<file path="src/rtl/approx_ctrl_pkg.sv">
// Shared types and helpers for the approximate-circuit sweep controller.
// Holds the FSM state encoding and the unsigned absolute-difference helper.
package approx_ctrl_pkg;

   typedef enum logic [1:0] {IDLE, APPLY, CHECK, DONE} state_t;

   localparam int unsigned DEF_N_IN = 4;
   localparam int unsigned NVEC     = 2**DEF_N_IN;

   // |a-b| on the low 'width' bits, formed as max-min so no sign handling is needed
   function automatic logic [31:0] abs_diff_u(input logic [31:0] a,
                                              input logic [31:0] b,
                                              input int unsigned width);
      logic [31:0] mask;
      logic [31:0] am;
      logic [31:0] bm;
      mask = (width >= 32) ? '1 : ((32'd1 << width) - 32'd1);
      am   = a & mask;
      bm   = b & mask;
      return (am > bm) ? (am - bm) : (bm - am);
   endfunction

endpackage

</file>
<file path="src/rtl/approx_sweep_ctrl_accum.sv">
// Error computation and statistics registers for one sweep:
// max error, error sum, violation count and first violating vector.
module approx_err_accum
   import approx_ctrl_pkg::*;
#(
   parameter int unsigned N_IN  = 4,
   parameter int unsigned N_OUT = 3,
   parameter int unsigned ET    = 3
) (
   input  logic                  clk,
   input  logic                  rst,
   input  logic                  clr,
   input  logic                  en,
   input  logic [N_IN-1:0]       vec,
   input  logic [N_OUT-1:0]      exact_in,
   input  logic [N_OUT-1:0]      approx_in,
   output logic [N_OUT-1:0]      max_err,
   output logic [N_OUT+N_IN-1:0] err_sum,
   output logic [N_IN:0]         viol_cnt,
   output logic [N_IN-1:0]       first_viol_vec,
   output logic                  first_viol_valid
);

   localparam logic [31:0] ET_W = 32'(ET);

   logic [N_OUT-1:0] err;
   logic             viol;

   always_comb begin
      err  = N_OUT'(abs_diff_u(32'(exact_in), 32'(approx_in), N_OUT));
      viol = 32'(err) > ET_W;
   end

   always_ff @(posedge clk or posedge rst) begin
      if (rst) begin
         max_err          <= '0;
         err_sum          <= '0;
         viol_cnt         <= '0;
         first_viol_vec   <= '0;
         first_viol_valid <= 1'b0;
      end else if (clr) begin
         max_err          <= '0;
         err_sum          <= '0;
         viol_cnt         <= '0;
         first_viol_vec   <= '0;
         first_viol_valid <= 1'b0;
      end else if (en) begin
         if (err > max_err) max_err <= err;
         err_sum <= err_sum + (N_OUT+N_IN)'(err);
         if (viol) begin
            viol_cnt <= viol_cnt + (N_IN+1)'(1);
            if (!first_viol_valid) begin
               first_viol_vec   <= vec;
               first_viol_valid <= 1'b1;
            end
         end
      end
   end

endmodule

</file>
<file path="src/rtl/approx_sweep_ctrl.sv">
// Exhaustive-sweep controller: walks every input vector through an external
// exact/approximate circuit pair and accumulates error statistics.
module approx_sweep_ctrl
   import approx_ctrl_pkg::*;
#(
   parameter int unsigned N_IN   = 4,
   parameter int unsigned N_OUT  = 3,
   parameter int unsigned ET     = 3,
   parameter int unsigned SETTLE = 1
) (
   input  logic                  clk,
   input  logic                  rst,
   input  logic                  start,
   input  logic                  abort,
   output logic [N_IN-1:0]       vec_out,
   input  logic [N_OUT-1:0]      exact_in,
   input  logic [N_OUT-1:0]      approx_in,
   output logic                  busy,
   output logic                  done,
   output logic                  pass,
   output logic [N_OUT-1:0]      max_err,
   output logic [N_OUT+N_IN-1:0] err_sum,
   output logic [N_IN:0]         viol_cnt,
   output logic [N_IN-1:0]       first_viol_vec,
   output logic                  first_viol_valid
);

   localparam logic [N_IN-1:0] LAST_VEC    = '1;
   localparam logic [3:0]      SETTLE_LAST = 4'(SETTLE - 1);

   state_t          state, state_nxt;
   logic [3:0]      settle_cnt, settle_nxt;
   logic [N_IN-1:0] vec_nxt;
   logic            clr;
   logic            acc_en;

   always_ff @(posedge clk or posedge rst) begin
      if (rst) begin
         state      <= IDLE;
         settle_cnt <= '0;
         vec_out    <= '0;
      end else begin
         state      <= state_nxt;
         settle_cnt <= settle_nxt;
         vec_out    <= vec_nxt;
      end
   end

   always_comb begin
      state_nxt  = state;
      settle_nxt = settle_cnt;
      vec_nxt    = vec_out;
      clr        = 1'b0;
      acc_en     = 1'b0;
      case (state)
         IDLE, DONE: begin
            // abort beats start, so DONE results survive a simultaneous request
            if (start && !abort) begin
               state_nxt  = APPLY;
               vec_nxt    = '0;
               settle_nxt = '0;
               clr        = 1'b1;
            end
         end
         APPLY: begin
            if (abort) begin
               state_nxt = IDLE;
            end else if (settle_cnt == SETTLE_LAST) begin
               state_nxt  = CHECK;
               settle_nxt = '0;
            end else begin
               settle_nxt = settle_cnt + 4'd1;
            end
         end
         CHECK: begin
            if (abort) begin
               state_nxt = IDLE;
            end else begin
               acc_en = 1'b1;
               if (vec_out == LAST_VEC) begin
                  state_nxt = DONE;
               end else begin
                  state_nxt  = APPLY;
                  vec_nxt    = vec_out + N_IN'(1);
                  settle_nxt = '0;
               end
            end
         end
         default: state_nxt = IDLE;
      endcase
   end

   assign busy = (state == APPLY) || (state == CHECK);
   assign done = (state == DONE);
   assign pass = done && (viol_cnt == '0);

   approx_err_accum #(
      .N_IN  (N_IN),
      .N_OUT (N_OUT),
      .ET    (ET)
   ) u_accum (
      .clk              (clk),
      .rst              (rst),
      .clr              (clr),
      .en               (acc_en),
      .vec              (vec_out),
      .exact_in         (exact_in),
      .approx_in        (approx_in),
      .max_err          (max_err),
      .err_sum          (err_sum),
      .viol_cnt         (viol_cnt),
      .first_viol_vec   (first_viol_vec),
      .first_viol_valid (first_viol_valid)
   );

endmodule
</file>
<file path="config.mk">
export PLATFORM = sky130hd
export DESIGN_NAME = approx_sweep_ctrl
export DESIGN_NICKNAME = d
export VERILOG_FILES = /design/src/rtl/approx_ctrl_pkg.sv /design/src/rtl/approx_sweep_ctrl_accum.sv /design/src/rtl/approx_sweep_ctrl.sv
export SDC_FILE = /design/constraint.sdc
export NUM_CORES = 1
export LEC_CHECK = 0
export BUFFER_PORTS_ARGS = -buffer_cell sky130_fd_sc_hd__buf_2
export CELL_PAD_IN_SITES_DETAIL_PLACEMENT = 0
export CELL_PAD_IN_SITES_GLOBAL_PLACEMENT = 1
export CORE_AREA = 2 2 79 81
export CTS_BUF_LIST = sky130_fd_sc_hd__clkbuf_8
export DETAILED_ROUTE_END_ITERATION = 6
export DIE_AREA = 0 0 81 83
export PLACE_DENSITY = 0.65
export SLEW_MARGIN = 20
export SYNTH_ARGS = -nofsm -noshare
export SYNTH_HDL_FRONTEND = slang
export SYNTH_HIERARCHICAL = 1
export SYNTH_SLANG_ARGS = --single-unit
</file>
<file path="constraint.sdc">
create_clock -name clk -period 3.05 [get_ports clk]
set_clock_uncertainty 0.05 [all_clocks]
set_input_delay 0.305 -clock clk [delete_from_list [all_inputs] [get_ports clk]]
set_output_delay 0.305 -clock clk [all_outputs]
set_load 0.005 [all_outputs]
</file>
==> flow_summary.ini <==
[synthesis]
syn_avg_cell_area_sq_um = 9.47
ys_types = 45
synth_mux_area_share_pct = 5.16
synth_fa_ha_area_share_pct = 14.3
synth_top_area_share_pct = 37.8
synth_top_cell_by_area = dfrtp_1
synth.top_cells.by_count = 30 x dfrtp_1, 23 x inv_1, 19 x nor2_1, 18 x ha_1, 13 x a21oi_1
async_flop_share_pct = 100
synth_xor_area_share_pct = 2.64
synth_compound_area_share_pct = 14.2
synth_top_family_by_area = simple AND/OR/NAND/NOR gates
synthSimpleGateAreaFrac_pct = 19.6
synth-seq-cells = 30
synthCells = 210
ys.warnings.count = 6
yosysSeqAreaShare_pct = 37.8
synth_nets = 241
synth-edff-count = 0
yosysMostFrequentCell = dfrtp_1
synthTopCellsByArea = dfrtp_1 38%, ha_1 11%, inv_1 4.3%
netlist_area_sq_mm = 0.00199
synth-main-ff-cell = dfrtp_1

[layout]
finalNonFillerCells = 329
diodes = 0
final_util_pct = 40.7
stdcell_area_sq_mm = 0.00237
areaGrowthSynthToFinish_pct = 19.0
final_nets = 284
drive_above_1_share_pct = 22.8

[cts]
ctsRootBufferMaster = clkbuf_8
clk_pin_slew_ns = 0.07
cts_tree = built
clockBufferDepth = 2
cts_buffers = 5
cts_hold_buf = 1
clkSinkCount = 30
cts_resized = 0
clkLatencyLatePin_ns = 0.28
postCtsSetupRepairBufs = 0
htree_levels = 2

[timing]
fin_crit_ns = 2.64
final.period_utilization_pct = 86.5
fmax_mhz = 379
grt_setup_unrepaired = no
tightest_slew_ns = 0.820
final-hold-violation-count = 0
drv_slew = 0
max_slew_margin_pct = 45.3
setup_violations = 0
finalSetupTns_ns = 0
hold_slack_ns = 0.394

[critical_path]
crit_required_ns = 3.17
slowest_stage = fa_1
end_kind = flip-flop
critPathKind = in2reg
crit_fanout = 2
max_stage_delay_ns = 0.42
cp_data_arrival_time_ns = 2.76
crit_chain = buf_2 -> inv_1 -> ha_1 -> inv_1 -> fa_1 -> a21oi_1 -> o21ai_0 -> o21ai_0 -> a21oi_1 -> ha_1 -> nor2b_1 -> o21ai_0 -> a21oi_1 -> o21a_1 -> mux2_2
cp-start-kind = input pin

[floorplan]
coreArea_sq_mm = 0.00582
fp.dieW_um = 81
fp.dieH_um = 83
dieArea_sq_mm = 0.00672
start_util_pct = 34.2
rows = 28
io_pins = 37

[grt]
grt_overflow_total = 0
first_global_vias = 1572
grt_pass1_wl_um = 7320
grt_use_total_pct = 13.5
antenna_found_initial = 0
grt_max_degree = 27

[hold_path]
hold_class = in2reg

[routing]
drc = 0
wirelength_um = 4180
first_pass_iters = 4
drt_iter0_drc = 44
wl_per_cell_um = 12.7
num_vias = 1592
vias_per_cell = 4.84
ant_nets = 0

[outcome]
status = completed

[power_and_ir_drop]
irDropWorstVdd_uv = 552
p_per_area_mw_per_mm2 = 657
leakage_nw = 1.19

[place]
gp_congestion = 0.793
io_buffer_count = 36
dp.cells = 320
hpwl_um = 3090
placedInstanceArea_sq_mm = 0.00226

[run]
drv_cap = 0
==> layout by cell type, fill, tap and decap left out, types with 3 or more instances in the layout <==
cell      instances
ha_1             18
a22o_1            4
nor2b_1           3
inv_1            23
buf_4             5
nand3_1           5
clkbuf_8          6
nand2_1          10
buf_2            36
a21oi_1          13
mux2i_1           8
fa_1              3
nor3_1            4
or3_1             4
dfrtp_1          30
xnor2_1           4
nor2_1           19
nand2b_1         11
o21ai_0          10
==> worst max-delay path, delay by kind of cell <==
family / cells / cell delay [ns]
AO/OA/AOI/OAI: 7 / 0.91
adder cells (fa/ha/maj): 3 / 0.91
multiplexers: 1 / 0.33
buffers and inverters: 3 / 0.20
AND/OR/NAND/NOR: 1 / 0.12
==> flip-flops by register name (all words and copies together) (netlist names) <==
register / cells
u_accum/max_err: 3
state: 2
settle_cnt: 4
u_accum/err_sum: 7
vec_out: 4
u_accum/first_viol_valid: 1
u_accum/viol_cnt: 5
u_accum/first_viol_vec: 4
==> cells by family after synthesis <==
family,count (synthesis)
buffers and inverters,29
AND/OR/NAND/NOR,71
multiplexers,10
AO/OA/AOI/OAI,43
flip-flops,30
adder cells (fa/ha/maj),21
XOR/XNOR,6
==> cell type report <==
type	count	area [sq um]
repair buffers	42	228
clock buffers	6	82.6
fillers	625	3450
well taps	75	93.8
inverters	23	86.3
clock inverters	2	12.5
flip-flops and latches	30	751
multi-input cells	151	1110
==> power by group <==
group | internal [mW] | switching, mW | total [mW]
Combinational | 0.298 | 0.349 | 0.647
Clock | 0.181 | 0.162 | 0.343
Sequential | 0.477 | 0.0865 | 0.564
Total | 0.956 | 0.597 | 1.55
==> stage by stage <==
| stage | power, mW | worst slack, ns |
|---|---|---|
| floorplan | 1.01 | 0.170 |
| global placement | 1.22 | 0.150 |
| detailed placement | 1.22 | 0.0992 |
| CTS | 1.57 | 0.404 |
| global route | 1.69 | 0.169 |
| finish | 1.55 | 0.413 |
==> routing by layer <==
| layer | routed length [um] | vias up | GRT usage, % |
|---|---|---|---|
| met1 | 2100 | 752 | 18.9 |
| li1 | - | 812 | - |
| met5 | 0 | - | 0 |
| met2 | 1860 | 24 | 20.9 |
| met4 | 44 | 0 | 3.70 |
| met3 | 174 | 4 | 3.15 |
==> worst paths after layout <==
check	start	endpoint	slack, ns	cells after the start
max in group asynchronous	rst	u_accum/viol_cnt[4]$_DFFE_PP0P_	1.75	3
worst min-delay path	abort	state[1]$_DFFE_PP0P_	0.39	3
worst min register to register	u_accum/err_sum[6]$_DFFE_PP0P_	u_accum/err_sum[6]$_DFFE_PP0P_	0.49	2
min in group asynchronous	rst	vec_out[0]$_DFFE_PP0P_	0.50	3
worst max register to register	state[0]$_DFFE_PP0P_	u_accum/viol_cnt[4]$_DFFE_PP0P_	0.59	7
worst max-delay path	exact_in[0]	u_accum/max_err[0]$_DFFE_PP0P_	0.41	15
Power figures use the tool's default switching activity.
